$ cat config.mk
export PLATFORM = sky130hd
export DESIGN_NAME = lsu_ctrl
export DESIGN_NICKNAME = d
export VERILOG_FILES = /design/src/rtl/riscv_pkg.sv /design/src/rtl/lsu_load_align.sv /design/src/rtl/lsu_ctrl.sv
export SDC_FILE = /design/constraint.sdc
export NUM_CORES = 1
export LEC_CHECK = 0
export CORE_MARGIN = 3
export CORE_UTILIZATION = 39
export DETAILED_ROUTE_END_ITERATION = 16
export GPL_TIMING_DRIVEN = 0
export PLACE_DENSITY = 0.69
export SYNTH_ARGS = -nofsm -noshare
export SYNTH_HDL_FRONTEND = slang
export SYNTH_HIERARCHICAL = 1
export SYNTH_SLANG_ARGS = --single-unit
$ cat constraint.sdc
create_clock -name clk -period 2.3 [get_ports clk]
set_input_delay 0.23 -clock clk [delete_from_list [all_inputs] [get_ports clk]]
set_output_delay 0.23 -clock clk [all_outputs]
set_load 0.01 [all_outputs]
$ cat src/rtl/riscv_pkg.sv
// Shared decode constants for the load/store unit: mem_op encodings,
// LSU state enum and small op-classification helpers.
package riscv_pkg;

    localparam logic [3:0] MEM_NONE = 4'b0000;
    localparam logic [3:0] MEM_LB   = 4'b0001;
    localparam logic [3:0] MEM_LH   = 4'b0010;
    localparam logic [3:0] MEM_LW   = 4'b0011;
    localparam logic [3:0] MEM_LBU  = 4'b0100;
    localparam logic [3:0] MEM_LHU  = 4'b0110;
    localparam logic [3:0] MEM_SB   = 4'b1001;
    localparam logic [3:0] MEM_SH   = 4'b1010;
    localparam logic [3:0] MEM_SW   = 4'b1111;

    localparam logic [1:0] SIZE_B = 2'd0;
    localparam logic [1:0] SIZE_H = 2'd1;
    localparam logic [1:0] SIZE_W = 2'd2;

    typedef enum logic [1:0] {
        LSU_IDLE = 2'd0,
        LSU_REQ  = 2'd1,
        LSU_WAIT = 2'd2,
        LSU_DONE = 2'd3
    } lsu_state_t;

    function automatic logic is_load(input logic [3:0] op);
        return (op == MEM_LB) || (op == MEM_LH) || (op == MEM_LW) ||
               (op == MEM_LBU) || (op == MEM_LHU);
    endfunction

    function automatic logic is_store(input logic [3:0] op);
        return (op == MEM_SB) || (op == MEM_SH) || (op == MEM_SW);
    endfunction

    function automatic logic [1:0] op_size(input logic [3:0] op);
        logic [1:0] sz;
        case (op)
            MEM_LB, MEM_LBU, MEM_SB: sz = SIZE_B;
            MEM_LH, MEM_LHU, MEM_SH: sz = SIZE_H;
            default:                 sz = SIZE_W;
        endcase
        return sz;
    endfunction

endpackage

$ cat src/rtl/lsu_load_align.sv
// Load data alignment: picks the byte/half lane addressed by off from the
// captured bus word and sign- or zero-extends it according to the load op.
module lsu_load_align
    import riscv_pkg::*;
(
    input  logic [3:0]  op,
    input  logic [1:0]  off,
    input  logic [31:0] word,
    output logic [31:0] result
);

    logic [7:0]  byte_sel;
    logic [15:0] half_sel;

    always_comb begin
        byte_sel = word[7:0];
        case (off)
            2'd0: byte_sel = word[7:0];
            2'd1: byte_sel = word[15:8];
            2'd2: byte_sel = word[23:16];
            2'd3: byte_sel = word[31:24];
            default: byte_sel = word[7:0];
        endcase
        half_sel = off[1] ? word[31:16] : word[15:0];

        case (op)
            MEM_LB:  result = {{24{byte_sel[7]}}, byte_sel};
            MEM_LBU: result = {24'h000000, byte_sel};
            MEM_LH:  result = {{16{half_sel[15]}}, half_sel};
            MEM_LHU: result = {16'h0000, half_sel};
            default: result = word;
        endcase
    end

endmodule

$ cat src/rtl/lsu_ctrl.sv
// Multi-cycle load/store sequencer (IDLE/REQ/WAIT/DONE) driving a
// req/gnt/rvalid data bus. Build with LSU_TIMEOUT_EN to add a REQ+WAIT watchdog.
module lsu_ctrl
    import riscv_pkg::*;
#(
    parameter int ADDR_W  = 32,
    parameter int TIMEOUT = 255
) (
    input  logic              clk,
    input  logic              rst_n,
    input  logic [3:0]        mem_op,
    input  logic [ADDR_W-1:0] addr,
    input  logic [31:0]       wdata,
    output logic              stall,
    output logic [31:0]       rdata_out,
    output logic              done,
    output logic              misalign_err,
    output logic              access_err,
    output logic              bus_req,
    output logic              bus_we,
    output logic [ADDR_W-1:0] bus_addr,
    output logic [3:0]        bus_be,
    output logic [31:0]       bus_wdata,
    input  logic              bus_gnt,
    input  logic              bus_rvalid,
    input  logic [31:0]       bus_rdata,
    input  logic              bus_err,
    output logic [1:0]        dbg_state
);

    // Handshake: bus_req is the valid and bus_gnt the ready; the request is
    // accepted in a cycle where both are high, and bus_we/addr/be/wdata hold
    // steady while bus_req waits. bus_rvalid is only honoured in WAIT.

    lsu_state_t        state_q, state_d;
    logic [3:0]        op_q;
    logic [ADDR_W-1:0] addr_q;
    logic [3:0]        be_q;
    logic [31:0]       wdata_q;
    logic [31:0]       rword_q;
    logic              err_q;
    logic              mis_q;

    logic              op_valid;
    logic [1:0]        size;
    logic [1:0]        off;
    logic              misaligned;
    logic [3:0]        be_calc;
    logic [31:0]       wdata_rep;
    logic [31:0]       aligned;
    logic              timeout_hit;
    logic              timeout_abort;

    assign op_valid = is_load(mem_op) || is_store(mem_op);
    assign size     = op_size(mem_op);
    assign off      = addr[1:0];

    always_comb begin
        misaligned = 1'b0;
        be_calc    = 4'b1111;
        wdata_rep  = wdata;
        case (size)
            SIZE_B: begin
                be_calc   = 4'b0001 << off;
                wdata_rep = {4{wdata[7:0]}};
            end
            SIZE_H: begin
                misaligned = off[0];
                be_calc    = 4'b0011 << off;
                wdata_rep  = {2{wdata[15:0]}};
            end
            default: begin
                misaligned = |off;
            end
        endcase
    end

`ifdef LSU_TIMEOUT_EN
    localparam int CNT_W = $clog2(TIMEOUT + 1);
    logic [CNT_W-1:0] cnt_q;

    always_ff @(posedge clk) begin
        if (!rst_n) begin
            cnt_q <= '0;
        end else if (state_q == LSU_IDLE) begin
            cnt_q <= '0;
        end else if ((state_q == LSU_REQ) || (state_q == LSU_WAIT)) begin
            cnt_q <= cnt_q + 1'b1;
        end
    end

    // The TIMEOUT-th cycle spent in REQ+WAIT is the last one.
    assign timeout_hit = ((state_q == LSU_REQ) || (state_q == LSU_WAIT)) &&
                         (cnt_q == CNT_W'(TIMEOUT - 1));
`else
    logic [31:0] unused_timeout;
    assign unused_timeout = TIMEOUT;
    assign timeout_hit    = 1'b0;
`endif

    lsu_load_align u_align (
        .op     (op_q),
        .off    (addr_q[1:0]),
        .word   (rword_q),
        .result (aligned)
    );

    always_comb begin
        state_d       = state_q;
        stall         = 1'b0;
        bus_req       = 1'b0;
        done          = 1'b0;
        misalign_err  = 1'b0;
        access_err    = 1'b0;
        rdata_out     = 32'h0;
        timeout_abort = 1'b0;
        case (state_q)
            LSU_IDLE: begin
                if (op_valid) begin
                    stall   = 1'b1;
                    state_d = misaligned ? LSU_DONE : LSU_REQ;
                end
            end
            LSU_REQ: begin
                stall   = 1'b1;
                bus_req = 1'b1;
                if (timeout_hit) begin
                    timeout_abort = 1'b1;
                    state_d       = LSU_DONE;
                end else if (bus_gnt) begin
                    state_d = LSU_WAIT;
                end
            end
            LSU_WAIT: begin
                stall = 1'b1;
                if (bus_rvalid) begin
                    state_d = LSU_DONE;
                end else if (timeout_hit) begin
                    timeout_abort = 1'b1;
                    state_d       = LSU_DONE;
                end
            end
            LSU_DONE: begin
                done         = 1'b1;
                misalign_err = mis_q;
                access_err   = err_q;
                if (is_load(op_q) && !err_q && !mis_q) begin
                    rdata_out = aligned;
                end
                state_d = LSU_IDLE;
            end
            default: state_d = LSU_IDLE;
        endcase
        if (!rst_n) begin
            stall = 1'b0;
        end
    end

    always_ff @(posedge clk) begin
        if (!rst_n) begin
            state_q <= LSU_IDLE;
            op_q    <= MEM_NONE;
            addr_q  <= '0;
            be_q    <= 4'h0;
            wdata_q <= 32'h0;
            rword_q <= 32'h0;
            err_q   <= 1'b0;
            mis_q   <= 1'b0;
        end else begin
            state_q <= state_d;
            if ((state_q == LSU_IDLE) && op_valid) begin
                op_q    <= mem_op;
                addr_q  <= addr;
                be_q    <= be_calc;
                wdata_q <= wdata_rep;
                mis_q   <= misaligned;
                err_q   <= 1'b0;
                rword_q <= 32'h0;
            end
            if ((state_q == LSU_WAIT) && bus_rvalid) begin
                rword_q <= bus_rdata;
                err_q   <= bus_err;
            end
            if (timeout_abort) begin
                err_q <= 1'b1;
            end
        end
    end

    assign bus_we    = is_store(op_q);
    assign bus_addr  = {addr_q[ADDR_W-1:2], 2'b00};
    assign bus_be    = be_q;
    assign bus_wdata = wdata_q;
    assign dbg_state = state_q;

endmodule

Yosys cells after proc, flatten, opt, wreduce, memory -nomap -nowiden:

Index checks and enable logic that the tools add are counted.

* flip-flop bits (word level): 108
* input bits: 105
* output and inout bits: 108
* word-level logic and storage cells: 89

* equal/unequal tests: 26
* shift-type cells: 2
* mux-type cells: 25
* reduce and logical (&&, ||, !) cells: 28

Operators with widths (count)
* 32-bit two-way mux: 4
* 32-bit one-hot mux with 4 select lines: 1
* 32-bit one-hot mux with 2 select lines: 1
* 8-bit one-hot mux with 4 select lines: 1
* 4-bit equality test (second input constant): 6
* 4-bit by 2-bit equality test with 1-bit output (second input constant): 4
* 4-bit by 3-bit equality test with 1-bit output (second input constant): 4
* 16-bit two-way mux: 1
* 1-bit logical OR: 13
* 2-bit equality test (second input constant): 4
* 4-bit by 1-bit equality test with 1-bit output (second input constant): 2
* 1-bit two-way mux: 8
* 2-bit two-way mux: 4
* 2-bit one-hot mux with 4 select lines: 1
* 4-bit one-hot mux with 2 select lines: 1
* 2-bit by 1-bit equality test with 1-bit output (second input constant): 3
* 2-bit logical NOT: 3
* 2-bit != test (second input constant): 3
* 3-bit OR reduction: 2
* 1-bit logical AND: 4
* 1-bit one-hot mux with 2 select lines: 2
* 2-bit one-hot mux with 2 select lines: 1
* 2-bit OR reduction: 2
* 1-bit by 2-bit left shift with 4-bit output (first input constant): 1
* other kinds (4): 5

Depth between registers and ports, before layout:

* word-level depth: 9
* depth in mapped cells: 8
* mapped depth without buffers: 6

Modules after synthesis:

Netlist, hierarchy kept.

Modules (own cells, without submodules)
* lsu_ctrl: instances 1, cells each 671, area each 5858.1 um^2, seq. area each 2162.1 um^2
* lsu_load_align: instances 1, cells each 126, area each 945.9 um^2, seq. area each 0.0 um^2

Worst setup path before layout:

No wires, ideal clock.

* path type: reg-to-output
* start point: reg op_q[1]
* end point: out rdata_out[16]
* arrival time: 1.789 ns
* data required time: 2.070 ns
* path slack: 0.281 ns
* stages on the path, launching flop included: 8
* path buffers: 3
* path through: dfxtp_1 or3b_1 clkbuf_1 or3_1 buf_2 buf_6 nand3_2 and2_1

* elaborated cells between the ends (all ways): 14
* classes of those cells: eq/ne (5); mux (3); reduce/logical (6)

RTL lines
* start: declaration: RTL line lsu_ctrl.sv:36 `logic [3:0] op_q;`
* start signal: assignment: RTL line lsu_ctrl.sv:172 `op_q <= mem_op;`
* 4-bit by 3-bit equality test with 1-bit output (tied with other cells): RTL line lsu_load_align.sv:26 `case (op)`
* 32-bit one-hot mux with 4 select lines (*): RTL line lsu_load_align.sv:26
* net aligned[16]: RTL line lsu_ctrl.sv:50 `logic [31:0] aligned;`
* 32-bit two-way mux (*): RTL line lsu_ctrl.sv:147 `if (is_load(op_q) && !err_q && !mis_q) begin`
* 32-bit two-way mux (*): RTL line lsu_ctrl.sv:117 `case (state_q)`
* end: declaration: RTL line lsu_ctrl.sv:15 `output logic [31:0] rdata_out,`

Mark *: on every way through the listed nets, which the timed path passes. The rest lies on a longest branch.

Worst setup path after layout:

* start point: reg op_q[2]
* end point: out rdata_out[15]

The elaborated chain is that of the path after synthesis.

==> out/metrics.cfg <==
[status]
status=finished, violations left
violations=negative setup slack

[worst_hold_path]
hp-class=input port to flop
min_from=rst_n
whs_path_depth=2
holdPathEnd=bus_be[3]$_SDFFE_PN0P_

[route]
ant_nets=0
initialDrtViolationCount=631
viasPerCell=5.819
vias=7425
post-route-drc-count=0
firstDrtPassIters=6
drt-total-wl_mm=24.67
wl_per_cell_um=19.34

[finish]
drive_gt1_share_pct=23.32
register_area_um2=2185
nFillCells=1578
syn_to_final_growth_pct=47.19
nets=1160
multiInputGateArea_um2=3981

[global_routing]
grt_start_max_net_pins=19
grt_pass1_vias=7135
antenna_found_initial=2
grtUsageTotal_pct=24.54
gr-total-overflow=0
grt_pass1_wl_mm=38.67

[clock_network]
cts_buffer_depth=2
cts_tree=yes
cts_max_level=3
cts.sinks=108
cts_inserted_buffers=9
holdBufCountCts=0
cts_root_buffer=clkbuf_16
clk_latency_ns=0.36
path_clk_slew_ns=0.08

[logic_synthesis]
ys_warn_count=6
ys_async_sr_fraction_pct=0
ys_ff_latch=108
synth_edf_count=0
yosysSeqAreaShare_pct=31.78
synth.distinct_cells=60
syn_area_um2=6804
syn_inst=797
syn_avg_cell_area_um2=8.537
synth_ff_type=dfxtp_1

[power]
p_per_area_nw_per_um2=848.0
vdd_ir_drop_max_mv=0.5602
total_leakage_power_nw=4.051
power_mw=8.493

[floorplan]
dieHeight_um=138.1
die_x_um=138.1
core_area_um2=16820
die_area_um2=19070
ios=213
fp-row-count=47
start_util_pct=40.46

[setup_path]
cp_data_arrival_time_ns=2.19
crit_path_end_kind=output port
crit_slowest_cell=or4b_4
rr_worst_depth=7
cp_top_family=simple AND/OR/NAND/NOR gates
crit_chain=or4b_4, buf_6, nand2b_4, buf_6, o211ai_1, and2_1, buf_2
critPathMostFrequentCell=buf_6
critPathMaxFanout=7
regToRegSetupSlack_ns=0.14
critical_path_class=flop to output port
cp_data_required_time_ns=2.07
r2r-end=addr_q[22]$_SDFFE_PN0P_
reg2reg_from=dbg_state[0]$_SDFFE_PN0P_
startpoint_type=flop
slowest_delay_ns=0.53
path_buf_inv=3

[timing]
tightestPinTransition_ns=0.6060
holdWs_ns=0.3182
max_freq_mhz=412.6
drv_slew=0
worst_slack_ns=-0.1237
rsz0062_at_grt=true
skew_ns=0.01056
hold_viol_final=0
slew_headroom_pct=59.60
post-route-period-util_pct=105.4
fin_crit_ns=2.424
finalSetupViolCount=25

[placement]
globalplace.congestion=0.9196
port_buffers=209
post-dp-hpwl_mm=17.35

[job]
drv_cap=0

-- power by group --
part | total, mW | leakage, nW | internal, mW | switching (mW)
Sequential | 2.60 | 0.889 | 2.28 | 0.321
Clock | 1.83 | 0.165 | 1.08 | 0.748
Combinational | 4.07 | 3.00 | 1.94 | 2.13
-- worst max path at each step --
stage | start | to | cells past startpoint
finish | op_q[2]$_SDFFE_PN0P_ | rdata_out[15] | 7
global route | op_q[2]$_SDFFE_PN0P_ | rdata_out[15] | 7
CTS | op_q[2]$_SDFFE_PN0P_ | rdata_out[26] | 8
detailed placement | mem_op[1] | stall | 9
global placement | mem_op[1] | stall | 9
floorplan | op_q[1]$_SDFFE_PN0P_ | rdata_out[16] | 7
-- synthesized netlist by cell type, types with 3 or more instances --
| library cell | count | area (µm²) |
|---|---|---|
| mux4_2 | 7 | 157.7 |
| nand2_1 | 49 | 183.9 |
| a222oi_1 | 8 | 80.08 |
| a31oi_1 | 58 | 362.9 |
| buf_2 | 30 | 150.1 |
| dfxtp_1 | 108 | 2162 |
| nand3_1 | 15 | 75.07 |
| o311a_1 | 3 | 30.03 |
| o31ai_1 | 47 | 352.8 |
| inv_1 | 13 | 48.80 |
| a21oi_1 | 47 | 235.2 |
| mux2i_1 | 25 | 250.2 |
| and3_1 | 34 | 212.7 |
| nand2b_1 | 6 | 37.54 |
| and2_1 | 36 | 225.2 |
| a211oi_1 | 25 | 187.7 |
| o221ai_1 | 15 | 131.4 |
| o21a_1 | 34 | 255.2 |
| clkbuf_1 | 50 | 187.7 |
| o211ai_1 | 20 | 150.1 |
| nor2b_1 | 4 | 25.02 |
| nand4_1 | 44 | 275.3 |
| nand3_2 | 10 | 100.1 |
| ha_1 | 5 | 62.56 |
| buf_6 | 12 | 135.1 |
| o21ai_0 | 3 | 15.01 |
| buf_4 | 41 | 307.8 |
| a31o_2 | 4 | 35.03 |
| nor2_1 | 6 | 22.52 |
-- layer usage --
layer / up-vias / wire, µm / global-route usage [%]
met4: 2 / 802 / 9.152
met1: 3523 / 10440 / 32.00
met5: - / 7 / 0
li1: 3502 / - / -
met3: 45 / 1703 / 5.421
met2: 353 / 11720 / 39.95
-- sequential cells by signal (all words and copies together), names as in the netlist --
register and flops:
rword_q 32, bus_be 4, bus_wdata 32, err_q 1
op_q 4, dbg_state 2, mis_q 1, addr_q 32
-- per-stage QoR --
stage                     worst slack (ns)  setup TNS [ns]  utilization (%)  cell area [µm²]  cells
final                              -0.1237         -0.9639            59.54            10010   1276
after global routing               -0.1624          -2.563            59.54            10010   1276
after CTS                         -0.07785         -0.8557            58.70             9872   1266
after detailed placement           -0.6225          -13.56            54.55             9175   1227
after global placement             -0.6231          -12.64            54.55             9175   1227
after floorplan                     0.2813               0                -             6808    798
-- kinds of logic (layout without fill, tap and decap cells) --
group	Yosys count	count (layout)	share of synthesized area, %
AOI/OAI and AO/OA	282	282	29.51
and+or+nand+nor	217	217	18.57
buffers and inverters	147	404	12.49
DFF	108	108	31.78
muxes	33	33	6.160
adders and majority gates	5	5	0.9195
xor gates and xnor gates	4	4	0.5150
other	1	3	0.05511
-- layout make-up --
type	count	share of cell area, %
Timing Repair Buffer	247	22.96
Inverter	13	0.4873
Multi-Input combinational cell	543	39.76
Sequential cell	108	21.81
Buffer	128	8.746
Clock inverter	6	1.174
Antenna cell	1	0.02499
Clock buffer	10	2.286
Tap cell	220	2.749
-- cell usage in the layout (no fill, tap or decap), drive strengths merged, types with 3 or more instances in the layout --
cell type / Yosys / layout
a211oi: 26 / 26
a222oi: 8 / 8
o221ai: 15 / 15
a21oi: 47 / 47
o311a: 3 / 3
inv: 13 / 15
a31o: 4 / 4
nor2b: 4 / 4
dlygate4sd2: 0 / 5
a31oi: 59 / 59
bufinv: 0 / 3
clkbuf: 50 / 58
o21ai: 5 / 5
nand4: 44 / 44
dfxtp: 108 / 108
nand3: 25 / 25
nand2b: 6 / 6
and2: 37 / 37
buf: 84 / 149
nand2: 50 / 50
nor2: 6 / 6
ha: 5 / 5
clkdlybuf4s50: 0 / 172
nor3: 3 / 3
mux2i: 25 / 25
and3: 34 / 34
o21a: 34 / 34
o31ai: 47 / 47
mux4: 7 / 7
o211ai: 20 / 20
-- timing repair --
item / CTS / global route
gates cloned: 3 / 1
endpoints found under the hold margin: 0 / 0
setup buffers: 25 / 10
pin swaps: 17 / 14
resized for setup: 199 / 29
endpoints found under the setup margin: 59 / 34
(Power assumes the default switching activity.)
